[config.mk]
export PLATFORM = sky130hd
export DESIGN_NAME = pixel_sum_sequencer
export DESIGN_NICKNAME = d
export VERILOG_FILES = /design/src/rtl/pixel_sum_sequencer.sv
export SDC_FILE = /design/constraint.sdc
export NUM_CORES = 1
export LEC_CHECK = 0
export ABC_AREA = 1
export CORE_MARGIN = 10
export CORE_UTILIZATION = 45
export CTS_BUF_LIST = sky130_fd_sc_hd__clkbuf_8
export DETAILED_ROUTE_END_ITERATION = 6
export PLACE_DENSITY_LB_ADDON = 0.12
export SETUP_SLACK_MARGIN = 0.1
export SLEW_MARGIN = 20
export SYNTH_ARGS = -nofsm -noshare
export SYNTH_HDL_FRONTEND = slang
export SYNTH_SLANG_ARGS = --single-unit
[constraint.sdc]
create_clock -name clk -period 1.7 [get_ports clk]
set_clock_uncertainty 0.15 [all_clocks]
set_input_delay 0.17 -clock clk [delete_from_list [all_inputs] [get_ports clk]]
set_output_delay 0.17 -clock clk [all_outputs]
set_load 0.03 [all_outputs]
[src/rtl/pixel_sum_sequencer.sv]
// Feeds signed pixel products (or saturated 8-beat row sums) to a 4-lane accumulator, lanes 3..0.
// Optional feature macro: ROW_SUM_EN (row summing with 16-bit saturation).
module pixel_sum_sequencer #(
    parameter int DW = 32,
    parameter int PW = 8
) (
    input  logic                clk,
    input  logic                n_rst,
    input  logic                start,
    input  logic [PW-1:0]       pix_a,
    input  logic [PW-1:0]       pix_b,
    input  logic                in_valid,
    output logic                in_ready,
    output logic [1:0]          ww,
    output logic [2*DW+1:0]     Sum,
    output logic                busy,
    output logic                done
);

    localparam int SW  = 2*DW + 2;
    localparam int PRW = 2*PW;

    typedef enum logic [1:0] {
        S_IDLE  = 2'd0,
        S_RUN   = 2'd1,
        S_FLUSH = 2'd2,
        S_DONE  = 2'd3
    } state_t;

    state_t          state_q;
    logic [7:0]      cnt_q;
    logic            flush_q;
    logic [1:0]      ww_q;
    logic [SW-1:0]   sum_q;
    logic            in_ready_q;
    logic            busy_q;
    logic            done_q;

    logic signed [PW-1:0]  a_s;
    logic signed [PW-1:0]  b_s;
    logic signed [PRW-1:0] prod_s;
    logic                  accept_s;
    logic                  issue_en_s;
    logic [PRW-1:0]        issue_s;

    assign a_s      = pix_a;
    assign b_s      = pix_b;
    assign prod_s   = a_s * b_s;
    assign accept_s = in_valid && in_ready_q && (state_q == S_RUN);

`ifdef ROW_SUM_EN
    logic signed [PRW+2:0] row_q;
    logic signed [PRW+2:0] row_next_s;

    function automatic logic [PRW-1:0] sat_row(input logic signed [PRW+2:0] v);
        logic signed [PRW+2:0] hi;
        logic signed [PRW+2:0] lo;
        hi = {4'b0000, {(PRW-1){1'b1}}};
        lo = {4'b1111, {(PRW-1){1'b0}}};
        if (v > hi) begin
            return {1'b0, {(PRW-1){1'b1}}};
        end else if (v < lo) begin
            return {1'b1, {(PRW-1){1'b0}}};
        end else begin
            return v[PRW-1:0];
        end
    endfunction

    assign row_next_s = row_q + {{3{prod_s[PRW-1]}}, prod_s};

    // Issue only on the eighth beat of each row.
    always_comb begin
        issue_en_s = 1'b0;
        issue_s    = {PRW{1'b0}};
        if (accept_s && (cnt_q[2:0] == 3'd7)) begin
            issue_en_s = 1'b1;
            issue_s    = sat_row(row_next_s);
        end else begin
            issue_en_s = 1'b0;
        end
    end

    // Row accumulator clears after each issue and whenever a frame starts.
    always_ff @(posedge clk or negedge n_rst) begin
        if (!n_rst) begin
            row_q <= '0;
        end else if (state_q == S_IDLE) begin
            row_q <= '0;
        end else if (accept_s) begin
            row_q <= (cnt_q[2:0] == 3'd7) ? '0 : row_next_s;
        end else begin
            row_q <= row_q;
        end
    end
`else
    // Every accepted beat issues its product directly.
    always_comb begin
        issue_en_s = 1'b0;
        issue_s    = {PRW{1'b0}};
        if (accept_s) begin
            issue_en_s = 1'b1;
            issue_s    = prod_s;
        end else begin
            issue_en_s = 1'b0;
        end
    end
`endif

    // Frame sequencer with registered accumulator-facing outputs.
    always_ff @(posedge clk or negedge n_rst) begin
        if (!n_rst) begin
            state_q    <= S_IDLE;
            cnt_q      <= 8'd0;
            flush_q    <= 1'b0;
            ww_q       <= 2'b11;
            sum_q      <= {SW{1'b0}};
            in_ready_q <= 1'b0;
            busy_q     <= 1'b0;
            done_q     <= 1'b0;
        end else begin
            case (state_q)
                S_IDLE: begin
                    sum_q      <= {SW{1'b0}};
                    in_ready_q <= 1'b0;
                    done_q     <= 1'b0;
                    if (start) begin
                        state_q    <= S_RUN;
                        cnt_q      <= 8'd0;
                        busy_q     <= 1'b1;
                        in_ready_q <= 1'b1;
                    end
                end
                S_RUN: begin
                    if (accept_s) begin
                        ww_q  <= 2'd3 - cnt_q[7:6];
                        cnt_q <= cnt_q + 8'd1;
                        sum_q <= issue_en_s ? {{(SW-PRW){issue_s[PRW-1]}}, issue_s} : {SW{1'b0}};
                        if (cnt_q == 8'd255) begin
                            state_q    <= S_FLUSH;
                            in_ready_q <= 1'b0;
                            flush_q    <= 1'b0;
                        end
                    end else begin
                        sum_q <= {SW{1'b0}};
                    end
                end
                S_FLUSH: begin
                    // Two quiet cycles let the accumulator's register stage drain.
                    sum_q <= {SW{1'b0}};
                    ww_q  <= 2'b00;
                    if (flush_q) begin
                        state_q <= S_DONE;
                        done_q  <= 1'b1;
                        busy_q  <= 1'b0;
                    end else begin
                        flush_q <= 1'b1;
                    end
                end
                S_DONE: begin
                    sum_q   <= {SW{1'b0}};
                    done_q  <= 1'b0;
                    state_q <= S_IDLE;
                end
                default: begin
                    state_q    <= S_IDLE;
                    sum_q      <= {SW{1'b0}};
                    in_ready_q <= 1'b0;
                    busy_q     <= 1'b0;
                    done_q     <= 1'b0;
                end
            endcase
        end
    end

    assign in_ready = in_ready_q;
    assign ww       = ww_q;
    assign Sum      = sum_q;
    assign busy     = busy_q;
    assign done     = done_q;

endmodule

### Word level (Yosys, flattened, before mapping)

Index checks and enable logic that the tools add are counted.

| storage, ports and cells | value |
|---|---|
| bits in registers | 82 |
| input port bits | 20 |
| output and inout bits | 71 |
| word-level logic and storage cells | 59 |

| cells by class | value |
|---|---|
| $add $sub $neg | 2 |
| $mul | 1 |
| eq/ne operators | 8 |
| mux-type cells | 24 |
| reductions and logical operators | 16 |

Operators by type and width:

| cell | count |
|---|---|
| 66-bit 2-to-1 mux | 2 |
| 66-bit one-hot mux with 2 select lines | 1 |
| 8-bit by 8-bit multiplier with 16-bit output | 1 |
| 8-bit 2-to-1 mux | 2 |
| 8-bit one-hot mux with 2 select lines | 1 |
| 3-bit AND reduction | 4 |
| 2-bit 2-to-1 mux | 5 |
| 8-bit by 1-bit adder with 8-bit output, second input constant | 1 |
| 8-bit == test, second input constant | 1 |
| 1-bit one-hot mux with 2 select lines | 4 |
| 2-bit one-hot mux with 4 select lines | 1 |
| 2-bit nonzero test | 4 |
| 1-bit 2-to-1 mux | 7 |
| 2-bit inequality test, second input constant | 3 |
| 2-bit == test, second input constant | 2 |
| 2-bit one-hot mux with 2 select lines | 1 |
| 2-bit AND reduction | 2 |
| 4-bit AND reduction | 1 |
| 3-bit OR reduction | 1 |
| 2-bit by 1-bit == test with 1-bit output, second input constant | 1 |
| 1-bit logical AND | 2 |
| 2-bit zero test | 1 |
| 2-bit by 1-bit inequality test with 1-bit output, second input constant | 1 |
| 2-bit OR reduction | 1 |
| 2-bit subtractor, first input constant | 1 |

### Depth between registers and ports, before layout

| depth | value |
|---|---|
| depth after elaboration | 6 |
| mapped depth | 21 |
| depth with buffers taken out | 20 |

### Worst setup path after synthesis

No wires, ideal clock.

| path | value |
|---|---|
| path kind | input to register |
| from | input port pix_a[0] |
| to | register sum_q[12] (netlist: Sum[12]) |
| library setup time | 88 ps |
| arrival time | 3800 ps |
| data required time | 1462 ps |
| slack | -2338 ps |
| stages | 16 |
| buffers on the path | 1 |
| path through | clkbuf_1 > or2_2 > fa_1 > fa_1 > inv_1 > fa_1 > inv_1 > fa_1 > inv_1 > ha_1 > a21oi_1 > nand2_1 > nand4_1 > nand2_1 > nand2_1 > nor3b_1 |

| between the ends | value |
|---|---|
| word-level cells in the longest chain between the ends | 4 |

RTL lines:

| element | line | source |
|---|---|---|
| from (decl) | 10 | `input logic [PW-1:0] pix_a,` |
| 8-bit by 8-bit multiplier with 16-bit output | 48 | `assign prod_s = a_s * b_s;` |
| 66-bit 2-to-1 mux | 137 | `sum_q <= issue_en_s ? {{(SW-PRW){issue_s[PRW-1]}}, issue_s} : {SW{1'b0}};` |
| 66-bit 2-to-1 mux | 134 | `if (accept_s) begin` |
| 66-bit one-hot mux with 2 select lines | 121 | `case (state_q)` |
| to (signal assigned) | 123 | `sum_q <= {SW{1'b0}};` |
| to (signal assigned) | 137 |  |
| to (signal assigned) | 144 | `sum_q <= {SW{1'b0}};` |
| to (decl) | 34 | `logic [SW-1:0] sum_q;` |

Every way passes these cells.
A chain may end at the register's enable or synchronous reset.

### Final worst setup path

| path | value |
|---|---|
| from | input port pix_b[7] |
| to | register sum_q[12] (netlist: Sum[12]) |

| between the ends | value |
|---|---|
| word-level cells in the longest chain between the ends | 4 |

RTL lines:

| element | line | source |
|---|---|---|
| from (decl) | 11 | `input logic [PW-1:0] pix_b,` |
| 8-bit by 8-bit multiplier with 16-bit output | 48 |  |
| 66-bit 2-to-1 mux | 137 |  |
| 66-bit 2-to-1 mux | 134 |  |
| 66-bit one-hot mux with 2 select lines | 121 |  |

Every way passes these cells.

==> summary.md <==
| Metric | Value |
|---|---|
| Starting density of the core | 46.0% |
| TritonCTS clock tree | done |
| Initial antenna violation count | 0 |
| Slew HR | 77.5% |
| Antenna Cells | 0 |
| Max Fclk | about 0.28 GHz |
| Biggest area consumer among synthesized cells | sky130_fd_sc_hd__fa_1 |
| Residual overflow from global routing | 0 |
| Final antenna-violating net count | 0 |
| Area growth syn-to-layout | 41.2% |
| Via Count | 3737 |
| Share of power burned in registers | 10.8% |
| Data arrival time of the worst path | 3590 ps |
| Most used DFF post-synth | sky130_fd_sc_hd__dfrtp_1 |
| Post-synthesis cell type count | 36 |
| Post-synthesis cell count | 595 |
| Net switching fraction of the power | about half |
| Number of hold buffers added after CTS | 0 |
| Path type of the worst min-delay path | in -> async |
| Category of the critical setup timing path | in -> reg |
| Largest cells by area after synthesis | sky130_fd_sc_hd__fa_1 (25%), sky130_fd_sc_hd__dfrtp_1 (17%), sky130_fd_sc_hd__inv_1 (14%) |
| Most common cell on crit path | sky130_fd_sc_hd__fa_1 |
| First-pass DRT Iterations | 4 |
| TritonCTS buffer count | 5 |
| Layout filler cell count | 845 |
| Maximum number of pins on one net before global-route repair | 52 |
| R2R depth | 10 |
| Clock Latency Late Sink | 280 ps |
| Via density per instance | 4.50 |
| Max clock buf depth | 2 |
| Area of the core | around 9700 µm² |
| RSZ-0062 raised after global routing | true |
| Top Ports | 91 |
| Overall fraction of global-route tracks in use | 14.8% |
| Final-report max-slew violation count | 0 |
| EDFF count, synth | 0 |
| Post-layout minimum cycle time | around 3600 ps |
| H-tree Lvls | 2 |
| Stage delay of the slowest cell on the critical path | about 540 ps |
| Clock transition at the register clock pins on the worst setup and hold paths after CTS | ~70 ps |
| Placer congestion estimate | 0.861 |
| Kind of launch point of the worst setup path | input pin |
| Data required time at the worst endpoint | 1720 ps |
| DRC violations left | 0 |
| Die X-Extent | 120 µm |
| Power per unit of standard cell area | 1510 nW/µm² |
| Peak supply drop | 0.795 mV |
| NetSw | 4.74 mW |
| Cell-by-cell listing of the critical path | buf_8, clkinvlp_4, or2_4, fa_1, fa_1, inv_2, fa_1, inv_1, fa_1, inv_2, ha_4, a21oi_4, nand2_2, nand4_1, nand2_1, nand2_1, nor3b_2 |
| Category of the worst setup path capture point | register |
| Clock Sink Count | 32 |
| Max cap viols | 0 |
| Fin Setup TNS | -19670 ps |
| Nets@finish | 805 |
| Area share of the leading cell type in the synthesized netlist | 24.6% |
| Number of placement rows | 36 |
| Proportion of power drawn by combinational gates | 81.8% |
| Violated checks | setup timing |
| Placed cell areas | 5640 µm² |
| Total standard cell area after synthesis | between 4000 and 5000 µm² |
| Register area share after synthesis | ~18% |
| Count of buffers from port buffering | 90 |
| Synthesized net count | just over 700 |
| RR Endpoint | cnt_q[7]$_DFFE_PN0P_ |
| Overall power | between 9 and 10 mW |
| Transition at the pin with the smallest max-transition slack | about 340 ps |
| Number of synthesized register bits | 32 |
| Fin area | 6320 µm² |
| Total Die Area | 14300 µm² |
| Final worst path period share | 210% |
| Fin worst setup slack | -1870 ps |
| Crit-path slowest cell | sky130_fd_sc_hd__fa_1 |
| Final hold viol count | 0 |
| Number of global-route vias before repair | between 4000 and 5000 |
| Placed wire-length estimate | 8650 µm |
| Routed Wire Length | 10600 µm |
| Number of warning messages in the yosys log | 0 |
| Cell Int Power | 4.81 mW |
| Fraction of final layout cells sized beyond drive strength 1 | 42.3% |
| Leakage power of the design | 3.55 nW |
| Wire length of the first global-routing pass | roughly 18000 µm |
| Run status | finished, violations left |
| Average size of a mapped cell | between 7 and 8 µm² |
| Average wire per standard cell | roughly 13 µm |
| Part of the total power dissipated in the clock network | about 7.4% |
| Register-to-register path setup slack | 40 ps |
| Die boundary height | 120 µm |
| Peak fanout along the critical path | 6 |
| Critical R2R Launch | state_q[1]$_DFFE_PN0P_ |
| Clk Tree Root Cell | sky130_fd_sc_hd__clkbuf_8 |
| Final-report setup violation count | 13 |
| FFs w/ async S/R, synth | 100% |
| Number of DRC violations after detailed-routing iteration 0 | 153 |
==> critical path: cells and delay by family <==
kind,cells,cell delay [ps]
fa+ha+maj,5,2340
compound gates,1,90
buf+inv,5,320
simple gates,6,670
==> power groups by stage <==
stage / Clock [mW] / Combinational, mW / Sequential (mW)
after floorplan: 0 / 4.75 / 1.29
after global placement: 0 / 6.57 / 1.06
after detailed placement: 0 / 6.65 / 1.06
after CTS: 0.727 / 7.28 / 1.03
after global routing: 0.768 / 8.67 / 1.05
final: 0.705 / 7.82 / 1.03
==> stage by stage <==
step / instances / setup slack (ps) / util, % / hold WS (ps)
4_1_cts: 823 / -1970 / 61.9 / 108
5_1_grt: 830 / -2000 / 64.9 / 111
3_3_place_gp: 801 / -2560 / 57.9 / 320
2_1_floorplan: 595 / -1940 / - / -276
6_report: 830 / -1870 / 64.9 / 106
3_5_place_dp: 801 / -2660 / 57.9 / 328
==> cells in the mapped netlist (2+ instances only) <==
cell and number:
sky130_fd_sc_hd__dfstp_2 2, sky130_fd_sc_hd__nor2_1 37, sky130_fd_sc_hd__dfrtp_1 30, sky130_fd_sc_hd__o21ai_0 14
sky130_fd_sc_hd__nand3_1 15, sky130_fd_sc_hd__buf_4 50, sky130_fd_sc_hd__nand2_2 3, sky130_fd_sc_hd__a21oi_1 17
sky130_fd_sc_hd__ha_1 34, sky130_fd_sc_hd__o21ai_1 2, sky130_fd_sc_hd__a21o_1 2, sky130_fd_sc_hd__nor3_1 2
sky130_fd_sc_hd__nor2_4 2, sky130_fd_sc_hd__clkbuf_1 15, sky130_fd_sc_hd__fa_1 55, sky130_fd_sc_hd__nor3b_1 2
sky130_fd_sc_hd__nand2_1 124, sky130_fd_sc_hd__or2_2 2, sky130_fd_sc_hd__inv_1 169, sky130_fd_sc_hd__inv_2 2
==> worst max-delay path by stage <==
stage	start	endpoint	depth (start not counted)
after floorplan	pix_a[7]	Sum[10]$_DFF_PN0_	18
after global placement	pix_b[7]	Sum[12]$_DFF_PN0_	17
after detailed placement	pix_b[7]	Sum[14]$_DFF_PN0_	18
after CTS	pix_b[7]	Sum[12]$_DFF_PN0_	17
after global routing	pix_b[7]	Sum[64]$_DFF_PN0_	19
final	pix_b[7]	Sum[12]$_DFF_PN0_	17
==> cells by family (layout without fill, tap and decap cells) <==
family                     count (synthesis)  count (layout)  share of synthesized area (%)
and+or+nand+nor                          194             194                           18.4
AOI/OAI and AO/OA                         41              41                           5.04
adders and majority gates                 89              89                           34.1
buffers and inverters                    237             339                           24.1
DFF                                       32              32                           18.0
xor gates and xnor gates                   2               2                          0.392
==> layout by cell type, fill, tap and decap left out, drive strengths merged <==
cell	Yosys	layout
inv	171	171
buf	51	137
nand2	127	127
fa	55	55
nor2	40	40
ha	34	34
dfrtp	30	30
dlygate4sd2	0	19
nand3	17	17
a21oi	17	17
o21ai	16	16
clkbuf	15	5
clkdlybuf4s50	0	3
nor3	3	3
or2	2	2
a21o	2	2
nor3b	2	2
dfstp	2	2
clkinvlp	0	1
o21bai	1	1
nand4	1	1
a31oi	1	1
xor2	1	1
xnor2	1	1
nand3b	1	1
a32o	1	1
a22oi	1	1
o21a	1	1
o22ai	1	1
nor4	1	1
bufinv	0	1
clkinv	0	1
dlymetal6s2s	0	1
==> timing repair <==
action	in CTS	in global routing
buffers inserted	14	7
resized for setup	143	90
pin swaps	54	46
setup endpoints to repair	41	27
==> flip-flops by register name, indices dropped and copies added, names as in the netlist <==
register and cells:
ww 2, cnt_q 8, Sum 16, busy 1, done 1, in_ready 1
flush_q 1, state_q 2
==> per-layer routing <==
| metal | global-route usage [%] | routed length (µm) | vias to the layer above |
|---|---|---|---|
| met5 | 0 | 0 | - |
| met2 | 27.3 | 5670 | 88 |
| met1 | 16.5 | 4230 | 1767 |
| met3 | 2.91 | 504 | 16 |
| li1 | - | - | 1866 |
| met4 | 4.83 | 218 | 0 |
==> layout make-up <==
type / count / area (µm²) / area share, %
multi-input combinational: 326 / 3240 / 51.4
timing repair buffer: 160 / 1340 / 21.2
sequential: 32 / 805 / 12.7
inverter: 171 / 656 / 10.4
tap: 133 / 166 / 2.63
clock buffer: 5 / 68.8 / 1.09
clock inverter: 3 / 38.8 / 0.614
Note: power is estimated with default switching activity, not from simulation.
==> variant, RTL diff (config.mk and constraints unchanged) <==
The option `ROW_SUM_EN` is turned on by a define.
--- a/src/rtl/pixel_sum_sequencer.sv
+++ b/src/rtl/pixel_sum_sequencer.sv
@@ -1,5 +1,7 @@
 // Feeds signed pixel products (or saturated 8-beat row sums) to a 4-lane accumulator, lanes 3..0.
 // Optional feature macro: ROW_SUM_EN (row summing with 16-bit saturation).
+`define ROW_SUM_EN
+
 module pixel_sum_sequencer #(
     parameter int DW = 32,
     parameter int PW = 8
Function: changed (a bounded check fails within 4 cycles, from zero or initial values and one cycle with n_rst low).
==> variant against the original RTL <==
  * The flow still finishes with violations (negative setup slack)
  * Sequential share of layout area is 0.085 points lower
  * Worst setup slack worse by 1.9 ns
  * Final area is 60% higher
  * Non-clock buffer count is 127 higher
  * Sequential cell count is 19 higher
  * Routed wire length is 92% higher
  * Largest cell class unchanged
  * Area after synthesis is 40% higher
Power is left out: the tool's default activity adds up to more than one toggle a clock period on the data nets, which glitch-free logic cannot reach.
==> variant: results (changes against the original RTL) <==
post-synthesis async set-or-reset flop share -> 100% (unchanged)
fraction of layout cells with a size suffix above 1 -> 51.6% (+9.3 points)
Setup TNS -> -104.82 ns (-85.16 ns)
number of placed instances with taps included -> 1149 (+43%)
WHS -> 0.204 ns (+0.0973 ns)
met2 usage -> 40.3% (+13 points)
Final #Nets -> 1174 (+46%)
DRC viols -> 0 (unchanged)
slack of the worst reg-to-reg path -> -0.96 ns (-1.00 ns)
via count -> 6150 (+65%)
setup violators final -> 45 (+32)
synthesized net count -> 953 (+35%)
sequential element share of the synthesized area -> 20.5% (+2.5 points)
Hold/Removal Path Class -> in -> async
detailed placer's ending HPWL -> 14800 µm (+71%)
largest net degree at the start of global routing -> 52 (unchanged)
final weighted congestion of routability-driven global placement -> 0.910 (+5.7%)
depth of the worst register-to-register path -> 13 (+3)
top area cells in the synthesized netlist -> dfrtp_1, fa_1, inv_1, ha_1, nand2_1
antenna diode count -> 0 (unchanged)
Tot GR Track Use -> 20.7% (+6.0 points)
dominant synthesized flop cell -> dfrtp_1
fraction of met3 tracks used by global routing -> 2.97% (+0.064 points)
top post-synthesis cells by count -> inv_1, nand2_1, fa_1
flip-flop count of the largest register after layout -> 19 (+3)
status -> finished, violations left
WL met2 -> 11500 µm (+100%)
via count normalized by instance count -> 5.02 (+11%)
max incr delay on CP -> 0.55 ns
pre-CTS setup slack -> -4.59 ns (-1.93 ns)
number of detailed-route iterations in the first pass -> 5 (+1)
Clock H-tree levels -> 2 (unchanged)
clock root buffer master -> clkbuf_8
number of buffers inserted for hold repair after clock tree synthesis -> 1 (+1)
Crit path arrival time -> 5.57 ns (+1.98 ns)
met1 Resource Use GR -> 22.0% (+5.5 points)
clock latency reported for the late side of the worst-skew pair -> 0.33 ns (+0.05 ns)
buffer levels on the longest clock path -> 2 (unchanged)
uppermost layer routed -> met4
total wirelength of the detailed-routed design -> 20400 µm (+92%)
final setup margin -> -3.81 ns (-1.94 ns)
met1 wire length -> 7370 µm (+74%)
PostCTS Resize Cnt -> 308 (+120%)
worst rel slew slack -> 78.7% (+1.2 points)
number of cells produced by synthesis -> 824 (+38%)
count of distinct cell types in the synthesized netlist -> 36 (unchanged)
Hold Fails Final Rpt -> 0 (unchanged)
number of design-rule violations left by the first detailed-router iteration -> 315 (+110%)
Setup Fix Bufs, Post-CTS -> 57 (+43)
critical path startpoint -> pix_b[7]
first-pass GRT wire length -> 31800 µm (+76%)
violations in the final reports -> negative setup slack
clock transition at the registers of the reported paths -> 0.10 ns (+0.03 ns)
worst reg2reg startpoint -> row_q[11]
number of buffers added by the clock tree synthesis step -> 5 (unchanged)
vias in the first global route -> 6619 (+64%)
total cell area at the placement stage -> 8200 µm² (+46%)
detailed route wirelength on metal3 -> 779 µm (+55%)
initial antenna violation count -> 0 (unchanged)
-- variant: cell type report --
type,count,area (µm²)
multi-input cells,512,5300
fillers,1006,3580
repair buffers,287,2500
flip-flops and latches,51,1280
inverters,188,727
well taps,180,225
clock buffers,5,68.8
clock inverters,3,27.5
-- variant: kinds of logic (layout without fill, tap and decap cells) --
| kind of cell | count (synthesis) | in the layout | synth area share (%) |
|---|---|---|---|
| AND/OR/NAND/NOR | 281 | 281 | 19.3 |
| buffers and inverters | 261 | 483 | 18.9 |
| adder cells (fa/ha/maj) | 109 | 109 | 28.5 |
| AO/OA/AOI/OAI | 97 | 97 | 9.27 |
| flip-flops | 51 | 51 | 20.5 |
| XOR/XNOR | 24 | 24 | 3.36 |
| multiplexers | 1 | 1 | 0.180 |
